$ cat src/rtl/pac_pkg.sv
// pac_pkg: shared types, address map and unlock defaults for the PAC memory sequencer.
//   state_t       : sequencer FSM states
//   *_ADDR, WIN_* : unlock register addresses and the 4000h-7FFFh slot window
//   DEF_UNLOCK_*  : default unlock byte pair that enables RAM mode
package pac_pkg;

    typedef enum logic [1:0] {IDLE, ACTIVE, PRECHARGE} state_t;

    localparam logic [15:0] REG_LO_ADDR = 16'h5FFE;
    localparam logic [15:0] REG_HI_ADDR = 16'h5FFF;
    localparam logic [15:0] WIN_BASE    = 16'h4000;
    localparam logic [15:0] WIN_TOP     = 16'h7FFF;

    localparam logic [7:0] DEF_UNLOCK_LO = 8'h4D;
    localparam logic [7:0] DEF_UNLOCK_HI = 8'h69;

    function automatic logic in_window(input logic [15:0] addr);
        return addr >= WIN_BASE && addr <= WIN_TOP;
    endfunction

    function automatic logic is_reg_addr(input logic [15:0] addr);
        return addr == REG_LO_ADDR || addr == REG_HI_ADDR;
    endfunction

endpackage

$ cat src/rtl/pac_unlock_regs.sv
// pac_unlock_regs: unlock register pair, unlock compare, registered ram_mode and readback.
//   clk, rst_n : clock, asynchronous active-low reset
//   wr_en      : one-clock write pulse, loads the register chosen by sel_hi from wdata
//   rd_en      : one-clock read pulse, latches the chosen register into rdata
//   sel_hi     : 0 = low register (5FFEh), 1 = high register (5FFFh)
//   rdata      : registered readback
//   ram_mode   : registered unlock match, lags a register write by one clock
module pac_unlock_regs
    import pac_pkg::*;
#(
    parameter logic [7:0] UNLOCK_LO = DEF_UNLOCK_LO,
    parameter logic [7:0] UNLOCK_HI = DEF_UNLOCK_HI
) (
    input  logic       clk,
    input  logic       rst_n,
    input  logic       wr_en,
    input  logic       rd_en,
    input  logic       sel_hi,
    input  logic [7:0] wdata,
    output logic [7:0] rdata,
    output logic       ram_mode
);

    logic [7:0] reg_lo;
    logic [7:0] reg_hi;

    always_ff @(posedge clk or negedge rst_n) begin
        if (!rst_n) begin
            reg_lo   <= 8'h00;
            reg_hi   <= 8'h00;
            rdata    <= 8'h00;
            ram_mode <= 1'b0;
        end else begin
            if (wr_en && !sel_hi) reg_lo <= wdata;
            if (wr_en && sel_hi) reg_hi <= wdata;
            if (rd_en) rdata <= sel_hi ? reg_hi : reg_lo;
            ram_mode <= (reg_lo == UNLOCK_LO) && (reg_hi == UNLOCK_HI);
        end
    end

endmodule

$ cat src/rtl/pac_mem_sequencer.sv
// pac_mem_sequencer: slot bus-cycle sequencer driving flash ROM / FRAM strobes with FRAM precharge.
//   SLT_CLOCK, SLT_RESETn          : slot clock, asynchronous active-low reset
//   SLT_SLTSL, SLT_RDn, SLT_WEn    : slot select and strobes (active low)
//   SLT_A, SLT_DI                  : slot address and write data
//   ROM_CEn, FRAM_CEn              : registered chip enables (active low)
//   ROM_OEn, ROM_WEn               : registered shared output / write enables (active low)
//   SLT_WAITn                      : registered slot wait request (active low)
//   SLT_D_OE, reg_rdata            : unlock register readback drive enable and data
//   ram_mode                       : 4000h-5FFDh mapped to FRAM
module pac_mem_sequencer
    import pac_pkg::*;
#(
    parameter logic [7:0] UNLOCK_LO     = DEF_UNLOCK_LO,
    parameter logic [7:0] UNLOCK_HI     = DEF_UNLOCK_HI,
    parameter int         PRECHARGE_CYC = 1
) (
    input  logic        SLT_CLOCK,
    input  logic        SLT_RESETn,
    input  logic        SLT_SLTSL,
    input  logic        SLT_RDn,
    input  logic        SLT_WEn,
    input  logic [15:0] SLT_A,
    input  logic [7:0]  SLT_DI,
    output logic        ROM_CEn,
    output logic        FRAM_CEn,
    output logic        ROM_OEn,
    output logic        ROM_WEn,
    output logic        SLT_WAITn,
    output logic        SLT_D_OE,
    output logic [7:0]  reg_rdata,
    output logic        ram_mode
);

    // Counter is loaded with one less than the precharge length so that the
    // exit edge is the one that sees zero.
    localparam logic [2:0] PC_LOAD = 3'(PRECHARGE_CYC - 1);

    state_t     state;
    logic [2:0] cnt;
    logic       is_wr;
    logic       rd_req;
    logic       wr_req;
    logic       req;
    logic       entry;
    logic       hold;
    logic       is_reg;
    logic       is_ram;

    always_comb begin
        rd_req = !SLT_SLTSL && in_window(SLT_A) && !SLT_RDn && SLT_WEn;
        wr_req = !SLT_SLTSL && in_window(SLT_A) && SLT_RDn && !SLT_WEn;
        req    = rd_req || wr_req;
        // A request waiting out precharge is taken on the exit edge itself.
        entry  = req && (state == IDLE || (state == PRECHARGE && cnt == 3'd0));
        hold   = !SLT_SLTSL && (is_wr ? !SLT_WEn : !SLT_RDn);
        is_reg = is_reg_addr(SLT_A);
        is_ram = ram_mode && SLT_A >= WIN_BASE && SLT_A < REG_LO_ADDR;
    end

    always_ff @(posedge SLT_CLOCK or negedge SLT_RESETn) begin
        if (!SLT_RESETn) begin
            state     <= IDLE;
            cnt       <= 3'd0;
            is_wr     <= 1'b0;
            ROM_CEn   <= 1'b1;
            FRAM_CEn  <= 1'b1;
            ROM_OEn   <= 1'b1;
            ROM_WEn   <= 1'b1;
            SLT_WAITn <= 1'b1;
            SLT_D_OE  <= 1'b0;
        end else if (entry) begin
            state     <= ACTIVE;
            is_wr     <= wr_req;
            SLT_WAITn <= 1'b1;
            // Writes outside FRAM are dropped: no flash write path exists.
            ROM_CEn   <= !(rd_req && !is_reg && !is_ram);
            FRAM_CEn  <= !is_ram;
            ROM_OEn   <= !(rd_req && !is_reg);
            ROM_WEn   <= !(wr_req && is_ram);
            SLT_D_OE  <= rd_req && is_reg;
        end else if (state == ACTIVE && !hold) begin
            state     <= PRECHARGE;
            cnt       <= PC_LOAD;
            ROM_CEn   <= 1'b1;
            FRAM_CEn  <= 1'b1;
            ROM_OEn   <= 1'b1;
            ROM_WEn   <= 1'b1;
            SLT_D_OE  <= 1'b0;
        end else if (state == PRECHARGE) begin
            state     <= (cnt == 3'd0) ? IDLE : PRECHARGE;
            cnt       <= (cnt == 3'd0) ? 3'd0 : cnt - 3'd1;
            SLT_WAITn <= !req;
        end
    end

    pac_unlock_regs #(
        .UNLOCK_LO (UNLOCK_LO),
        .UNLOCK_HI (UNLOCK_HI)
    ) u_regs (
        .clk      (SLT_CLOCK),
        .rst_n    (SLT_RESETn),
        .wr_en    (entry && wr_req && is_reg),
        .rd_en    (entry && rd_req && is_reg),
        .sel_hi   (SLT_A[0]),
        .wdata    (SLT_DI),
        .rdata    (reg_rdata),
        .ram_mode (ram_mode)
    );

endmodule

$ cat config.mk
export PLATFORM = sky130hd
export DESIGN_NAME = pac_mem_sequencer
export DESIGN_NICKNAME = d
export VERILOG_FILES = /design/src/rtl/pac_pkg.sv /design/src/rtl/pac_unlock_regs.sv /design/src/rtl/pac_mem_sequencer.sv
export SDC_FILE = /design/constraint.sdc
export NUM_CORES = 1
export LEC_CHECK = 0
export CORE_MARGIN = 2
export CORE_UTILIZATION = 43
export CTS_CLUSTER_DIAMETER = 40
export DETAILED_ROUTE_END_ITERATION = 10
export HOLD_SLACK_MARGIN = 0.05
export PLACE_DENSITY = 0.75
export SLEW_MARGIN = 20
export SYNTH_ARGS = -nofsm -noshare
export SYNTH_HDL_FRONTEND = slang
export SYNTH_SLANG_ARGS = --single-unit
$ cat constraint.sdc
create_clock -name SLT_CLOCK -period 1.8 [get_ports SLT_CLOCK]
set_input_delay 0.36 -clock SLT_CLOCK [delete_from_list [all_inputs] [get_ports SLT_CLOCK]]
set_output_delay 0.36 -clock SLT_CLOCK [all_outputs]
set_load 0.01 [all_outputs]
# After elaboration in Yosys (flattened, before gate mapping)
# Cells that the tools add are included.
totals:
  ff_bits: 37
  in_bits: 29
  out_inout_bits: 15
  elab_cells: 89
classes:
  n_addsub: 1
  order_cmp: 3
  eq_ne: 7
  mux: 19
  bitwise: 1
  n_reduce_logical: 45
ops:
  columns: ["operator", "n"]
  rows:
  - ["16-bit by 15-bit == test with 1-bit output, second input constant", 2]
  - ["1-bit logical AND", 23]
  - ["8-bit by 7-bit == test with 1-bit output, second input constant", 2]
  - ["16-bit by 15-bit >= comparator with 1-bit output, second input constant", 1]
  - ["16-bit by 15-bit less-or-equal comparator with 1-bit output, second input constant", 1]
  - ["16-bit by 15-bit < comparator with 1-bit output, second input constant", 1]
  - ["1-bit zero test", 11]
  - ["1-bit 2-to-1 mux", 11]
  - ["3-bit 2-to-1 mux", 3]
  - ["2-bit 2-to-1 mux", 4]
  - ["8-bit 2-to-1 mux", 1]
  - ["2-bit nonzero test", 3]
  - ["2-bit AND reduction", 2]
  - ["3-bit zero test", 1]
  - ["1-bit logical OR", 3]
  - ["3-bit nonzero test", 1]
  - ["3-bit by 1-bit subtractor with 3-bit output, second input constant", 1]
  - ["2-bit by 1-bit == test with 1-bit output, second input constant", 1]
  - ["2-bit == test, second input constant", 1]
  - ["2-bit zero test", 1]
  - ["2-bit != test, second input constant", 1]
  - ["1-bit NOT", 1]

# Depth between registers and ports, before layout
depth:
  word_depth: 10
  ltp_mapped: 4
  depth_no_buf: 4

# Cells and area by module
# From an unflattened synthesis, not the netlist that was laid out.
hier_totals:
  hier_cells: 137
  area_unflattened_um2: 1699.1
modules_own_cells:
  columns: ["module", "n_inst", "cells_per_inst", "area_per_inst_um2", "seq_area_each_um2"]
  rows:
  - ["pac_unlock_regs", 1, 76, 1041.0, 625.6]
  - ["pac_mem_sequencer", 1, 61, 658.1, 306.5]

# Worst setup path after synthesis
# OpenSTA, ideal clock, no wires.
synth_path:
  path_type: "in2reg"
  start: "in SLT_A[15]"
  end: "reg u_regs.reg_lo[0]"
  setup_time_ns: 0.125
  arrival_ns: 1.895
  t_required_ns: 1.675
  setup_slack_ns: -0.220
  path_stages: 4
  n_path_buf: 0
  path_cell_list: "or3b_4 -> nor4_4 -> nor3b_4 -> mux2_2"
synth_between:
  elab_chain_cells: 10
  elab_cells_between_ends: 16
  cone_classes: "order compare (2); eq/ne (2); reduce/logical (12)"
synth_lines:
  columns: ["item", "line_no", "source"]
  rows:
  - ["from (decl)", "pac_mem_sequencer.sv:22", "input logic [15:0] SLT_A,"]
  - ["16-bit by 15-bit >= comparator with 1-bit output or 16-bit by 15-bit less-or-equal comparator with 1-bit output (tied branches)", "pac_pkg.sv:18", "return addr >= WIN_BASE && addr <= WIN_TOP;"]
  - ["1-bit logical AND", "pac_pkg.sv:18", null]
  - ["1-bit logical AND", "pac_mem_sequencer.sv:50, pac_mem_sequencer.sv:51", null]
  - ["1-bit logical AND (on tied branches) (2 in series)", "pac_mem_sequencer.sv:50, pac_mem_sequencer.sv:51", null]
  - ["1-bit logical OR", "pac_mem_sequencer.sv:52", "req = rd_req || wr_req;"]
  - ["1-bit logical AND", "pac_mem_sequencer.sv:54", "entry = req && (state == IDLE || (state == PRECHARGE && cnt == 3'd0));"]
  - ["1-bit logical AND", "pac_mem_sequencer.sv:102", ".wr_en (entry && wr_req && is_reg),"]
  - ["1-bit logical AND *", "pac_mem_sequencer.sv:102", null]
  - ["1-bit logical AND *", "pac_unlock_regs.sv:34", "if (wr_en && !sel_hi) reg_lo <= wdata;"]
  - ["to (signal assigned)", "pac_unlock_regs.sv:34", null]
  - ["to (decl)", "pac_unlock_regs.sv:24", "logic [7:0] reg_lo;"]
# Every way passes the cells marked *; elsewhere a longest branch is shown, timed or not.
# A chain may end at the register's enable or synchronous reset.

# Worst setup path after layout
layout_path:
  start: "in SLT_WEn"
  end: "reg u_regs.reg_lo[4]"
layout_between:
  elab_chain_cells: 7
  elab_cells_between_ends: 8
  cone_classes: "reduce/logical (8)"
layout_lines:
  columns: ["item", "line_no", "source"]
  rows:
  - ["from (decl)", "pac_mem_sequencer.sv:21", "input logic SLT_WEn,"]
  - ["1-bit zero test", "pac_mem_sequencer.sv:51", "wr_req = !SLT_SLTSL && in_window(SLT_A) && SLT_RDn && !SLT_WEn;"]
  - ["1-bit logical AND", "pac_mem_sequencer.sv:51", null]
  - ["1-bit logical OR", "pac_mem_sequencer.sv:52", null]
  - ["1-bit logical AND", "pac_mem_sequencer.sv:54", null]
  - ["1-bit logical AND * (2 in series)", "pac_mem_sequencer.sv:102", null]
  - ["1-bit logical AND *", "pac_unlock_regs.sv:34", null]
# Marks and branches as above.

==> results <==
metal layers:
| metal | track usage | up-vias | share of wire | wire (um) |
|---|---|---|---|---|
| met5 | 0 | - | 0 | 0 |
| met4 | 0.06378 | 0 | 0.0048 | 19 |
| met3 | 0.03885 | 2 | 0.043 | 169 |
| met2 | 0.3650 | 35 | 0.57 | 2225 |
| met1 | 0.2136 | 667 | 0.39 | 1513 |
| li1 | - | 616 | - | - |
synth_stat cells:
library cell | count | area, um2
a21boi_0 | 1 | 7.510
a21oi_1 | 1 | 5.000
a2bb2oi_1 | 1 | 8.760
and3_1 | 1 | 6.260
clkbuf_1 | 1 | 3.750
dfrtp_1 | 32 | 800.8
dfstp_2 | 5 | 131.4
inv_1 | 2 | 7.510
mux2_2 | 33 | 371.6
nand2_1 | 7 | 26.28
nand2b_1 | 2 | 12.51
nand3_1 | 7 | 35.03
nand4_1 | 4 | 25.02
nand4_2 | 1 | 12.51
nand4b_1 | 2 | 17.52
nor2_1 | 3 | 11.26
nor3_1 | 2 | 10.01
nor3b_1 | 3 | 22.52
nor3b_4 | 1 | 18.77
nor4_1 | 1 | 6.260
nor4_4 | 1 | 21.27
nor4b_1 | 1 | 8.760
o211ai_1 | 1 | 7.510
o21ai_0 | 4 | 20.02
o22a_1 | 3 | 26.28
o31ai_1 | 1 | 7.510
o32a_1 | 1 | 10.01
or2_2 | 3 | 18.77
or3b_4 | 1 | 11.26
xor2_1 | 1 | 8.760
worst max-delay path: cells and delay by family:
kind / cells / cell delay, ns
buf+inv: 2 / 0.63
mux: 1 / 0.30
simple gates: 3 / 0.64
state kept, by name (all words and copies together) (netlist names):
register	flops
FRAM_CEn	1
ROM_CEn	1
ROM_OEn	1
ROM_WEn	1
SLT_D_OE	1
SLT_WAITn	1
cnt	3
is_wr	1
state	2
u_regs.ram_mode	1
u_regs.rdata	8
u_regs.reg_hi	8
u_regs.reg_lo	8
worst min-delay path by stage:
stage,startpoint,endpoint,cells past startpoint
3_5_place_dp,is_wr$_DFFE_PN0P_,is_wr$_DFFE_PN0P_,2
6_report,SLT_RESETn,state[1]$_DFFE_PN0P_,1
3_3_place_gp,is_wr$_DFFE_PN0P_,is_wr$_DFFE_PN0P_,2
5_1_grt,SLT_RESETn,state[1]$_DFFE_PN0P_,1
4_1_cts,SLT_RESETn,state[1]$_DFFE_PN0P_,1
2_1_floorplan,SLT_RESETn,SLT_D_OE$_DFFE_PN0P_,0
report_power, final:
part	switching (mW)	internal [mW]	leakage [nW]
sequential	0.0387	0.888	0.496
clock	0.285	0.274	0.0385
combinational	0.185	0.199	0.671
kinds of logic after synthesis:
logic type | after synthesis | synth area share
and+or+nand+nor | 40 | 0.1571
muxes | 33 | 0.2211
DFF | 37 | 0.5547
buffers and inverters | 3 | 0.006701
AOI/OAI and AO/OA | 13 | 0.05511
xor gates and xnor gates | 1 | 0.005213
cell usage in the layout, fill, tap and decap left out, drive strengths merged:
cell and n:
nor2 3, nor4b 1, clkdlybuf4s50 28, clkdlybuf4s15 2, a21boi 1, inv 2
nand4b 2, nor3 2, clkinvlp 1, o21ai 4, dfstp 5, mux2 33
buf 23, o31ai 1, dlymetal6s2s 4, or3b 1, nand3 7, xor2 1
a21oi 1, o32a 1, clkbuf 7, nand2b 2, nor4 2, and3 1
o211ai 1, dlygate4sd2 9, or2 3, nand4 5, o22a 3, nor3b 4
a2bb2oi 1, dfrtp 32, nand2 7
final cells by class:
class / count / area (um2) / share of cell area
Multi-Input combinational cell: 87 / 798.3 / 0.3177
Tap cell: 48 / 60.06 / 0.02390
Clock inverter: 1 / 7.507 / 0.002988
Timing Repair Buffer: 66 / 630.6 / 0.2510
Sequential cell: 37 / 932.1 / 0.3710
Clock buffer: 7 / 76.32 / 0.03038
Inverter: 2 / 7.507 / 0.002988
what timing repair did:
item / 4_1_cts / 5_1_grt
gates resized for setup: 22 / 8
endpoints found under the setup margin: 25 / 8
cloned: 0 / 0
buffers inserted: 1 / 0
hold buffers: 0 / 0
pin swaps: 4 / 2
==> impl_summary.md <==
STA
The maximum operating frequency is 0.5691 GHz. The final count of pins violating max slew came to 0. The number of hold-slack violations in the final timing report was 0. Headroom to the max-slew limit came out at 0.6530.

At the pin with the least slew margin, the transition time is 0.5188 ns. Setup repair after global routing could not meet its margin everywhere. The final setup slack of the worst path is 0.04283 ns. The worst clock skew is 0.008214 ns.

The final critical path time including I/O delays and setup is 1.757 ns. The worst hold slack across all endpoints is 0.4094 ns. The share of the cycle needed by the critical path after routing is 0.9762.

Setup violations remaining at the end of the flow were counted as 0. After routing, the total negative slack on setup checks comes to 0 ns.

Routing
For this run, design rule violations remaining after detail routing come to 0. The antenna violation net count after detailed routing is 0. The detailed router placed 1,320 vias in this run. After the first detailed-routing iteration, the DRC count stood at 85. The average wire per standard cell is 15.83 um. For this run, the detailed router's first-pass iteration total came to 4.

The final wirelength is 3927 um. In the routed layout, each cell is associated on average with a via count of 5.323.

Logic synthesis
The synthesized area divided by synthesized cell count is 13.23 um2. In this run, distinct cell masters in the synthesized netlist total 30. The net count after synthesis is 156. The mapped netlist covers 1680 um2. After technology mapping, the gate count stands at 127. The synthesized flop and latch total is 37. Of the synthesized area, sequential elements account for 0.5547. The Yosys step of the flow raised 0 warnings.

Worst setup path
The terminus of the critical flop-to-flop path is u_regs.reg_lo[4]$_DFFE_PN0P_. The arrival time of the worst setup path is 1.93 ns. The startpoint identified for the worst register-to-register timing path is cnt[1]$_DFFE_PN0P_. The most frequent cell on the critical path is nor3b_4. For this design, the slowest cell found on the critical path is clkdlybuf4s50_1. The last element of the critical path is u_regs.reg_lo[4]$_DFFE_PN0P_. The highest cell delay on the worst timing path is 0.46 ns.

The most critical setup path has its startpoint at SLT_WEn. The critical path goes through clkdlybuf4s50_1 -> nor3b_4 -> nand3_2 -> nor3b_4 -> buf_12 -> mux2_4. For the worst setup path, the data required time is 1.97 ns. The highest net fanout along the worst path is 8.

The kind of start point of the critical path is a primary input. The setup path with the least slack is of type in2reg. The type of element capturing the critical path is a flip-flop. The number of cells traversed by the worst register-to-register path is 5. The flop-to-flop setup slack is 0.06 ns.

Final layout
Summing all non-filler instances in the final layout gives an area of 2512 um2. After the last flow step, the layout net total stands at 228. Relative to the synthesized area, the layout overhead comes to 49.52%. The post-route non-filler standard cell count is 248. The final core area utilization is 0.6761. After filler insertion, the fill cell instance count of the layout stands at 312. The repair_antennas step left the layout with diodes totalling 0. Of the cells placed in the final design, the portion with a size suffix greater than 1 is 0.3950.

Clocking
The clock-pin slew on the worst setup and hold paths is 0.07 ns. The later pin in the worst-skew pair is clocked with a latency of 0.29 ns. TritonCTS built the clock tree. The number of H-tree levels is 2. Counting along the longest clock path gives a buffer depth of 2. The tree is rooted in a clkbuf_8.

Counting the buffers created by CTS gives 5. CTS saw 37 sinks.

Die
The chip height is 66.51 um. The I/O pin total is 44. The floorplan row count is 22.

The core outline area is 3716 um2. Measured along the x axis, the die boundary spans 66.51 um. The total die area is 4424 um2. For this configuration, the core starts out at a cell density of 0.4522.

Pwr
For this design the ratio of total power to cell area is 744.1 nW/um2. The peak ir drop on the vdd network is 0.0004686 V. For this design the static power due to leakage is 1.206 nW.

After layout, the design draws a total of 1.870 mW.

Placed design
Including well taps, the total number of placed cells is 239. The quantity of I/O buffers inserted on ports is 43. The HPWL after detailed placement is 2949 um.

The post-place instance area is 2367 um2. Timing analysis after detailed placement gives a worst setup slack of -0.4744 ns. The routability congestion estimate from global placement is 0.7770.

Job
The reported max-cap violation count is 0.

Run status
The run finished with clean final reports.

Global route
The number of global-route vias before repair is 1,412. The largest net degree at the start of global routing is 29. After global routing the overflow that remains totals 0.

The first global-routing pass estimated 6423 um of wire. The total routing usage reported by global routing is 0.1932. The initial antenna violation count is 0.

Hold path
The path class of the tightest hold or removal check is in2async.
Power figures use the tool's default switching activity.
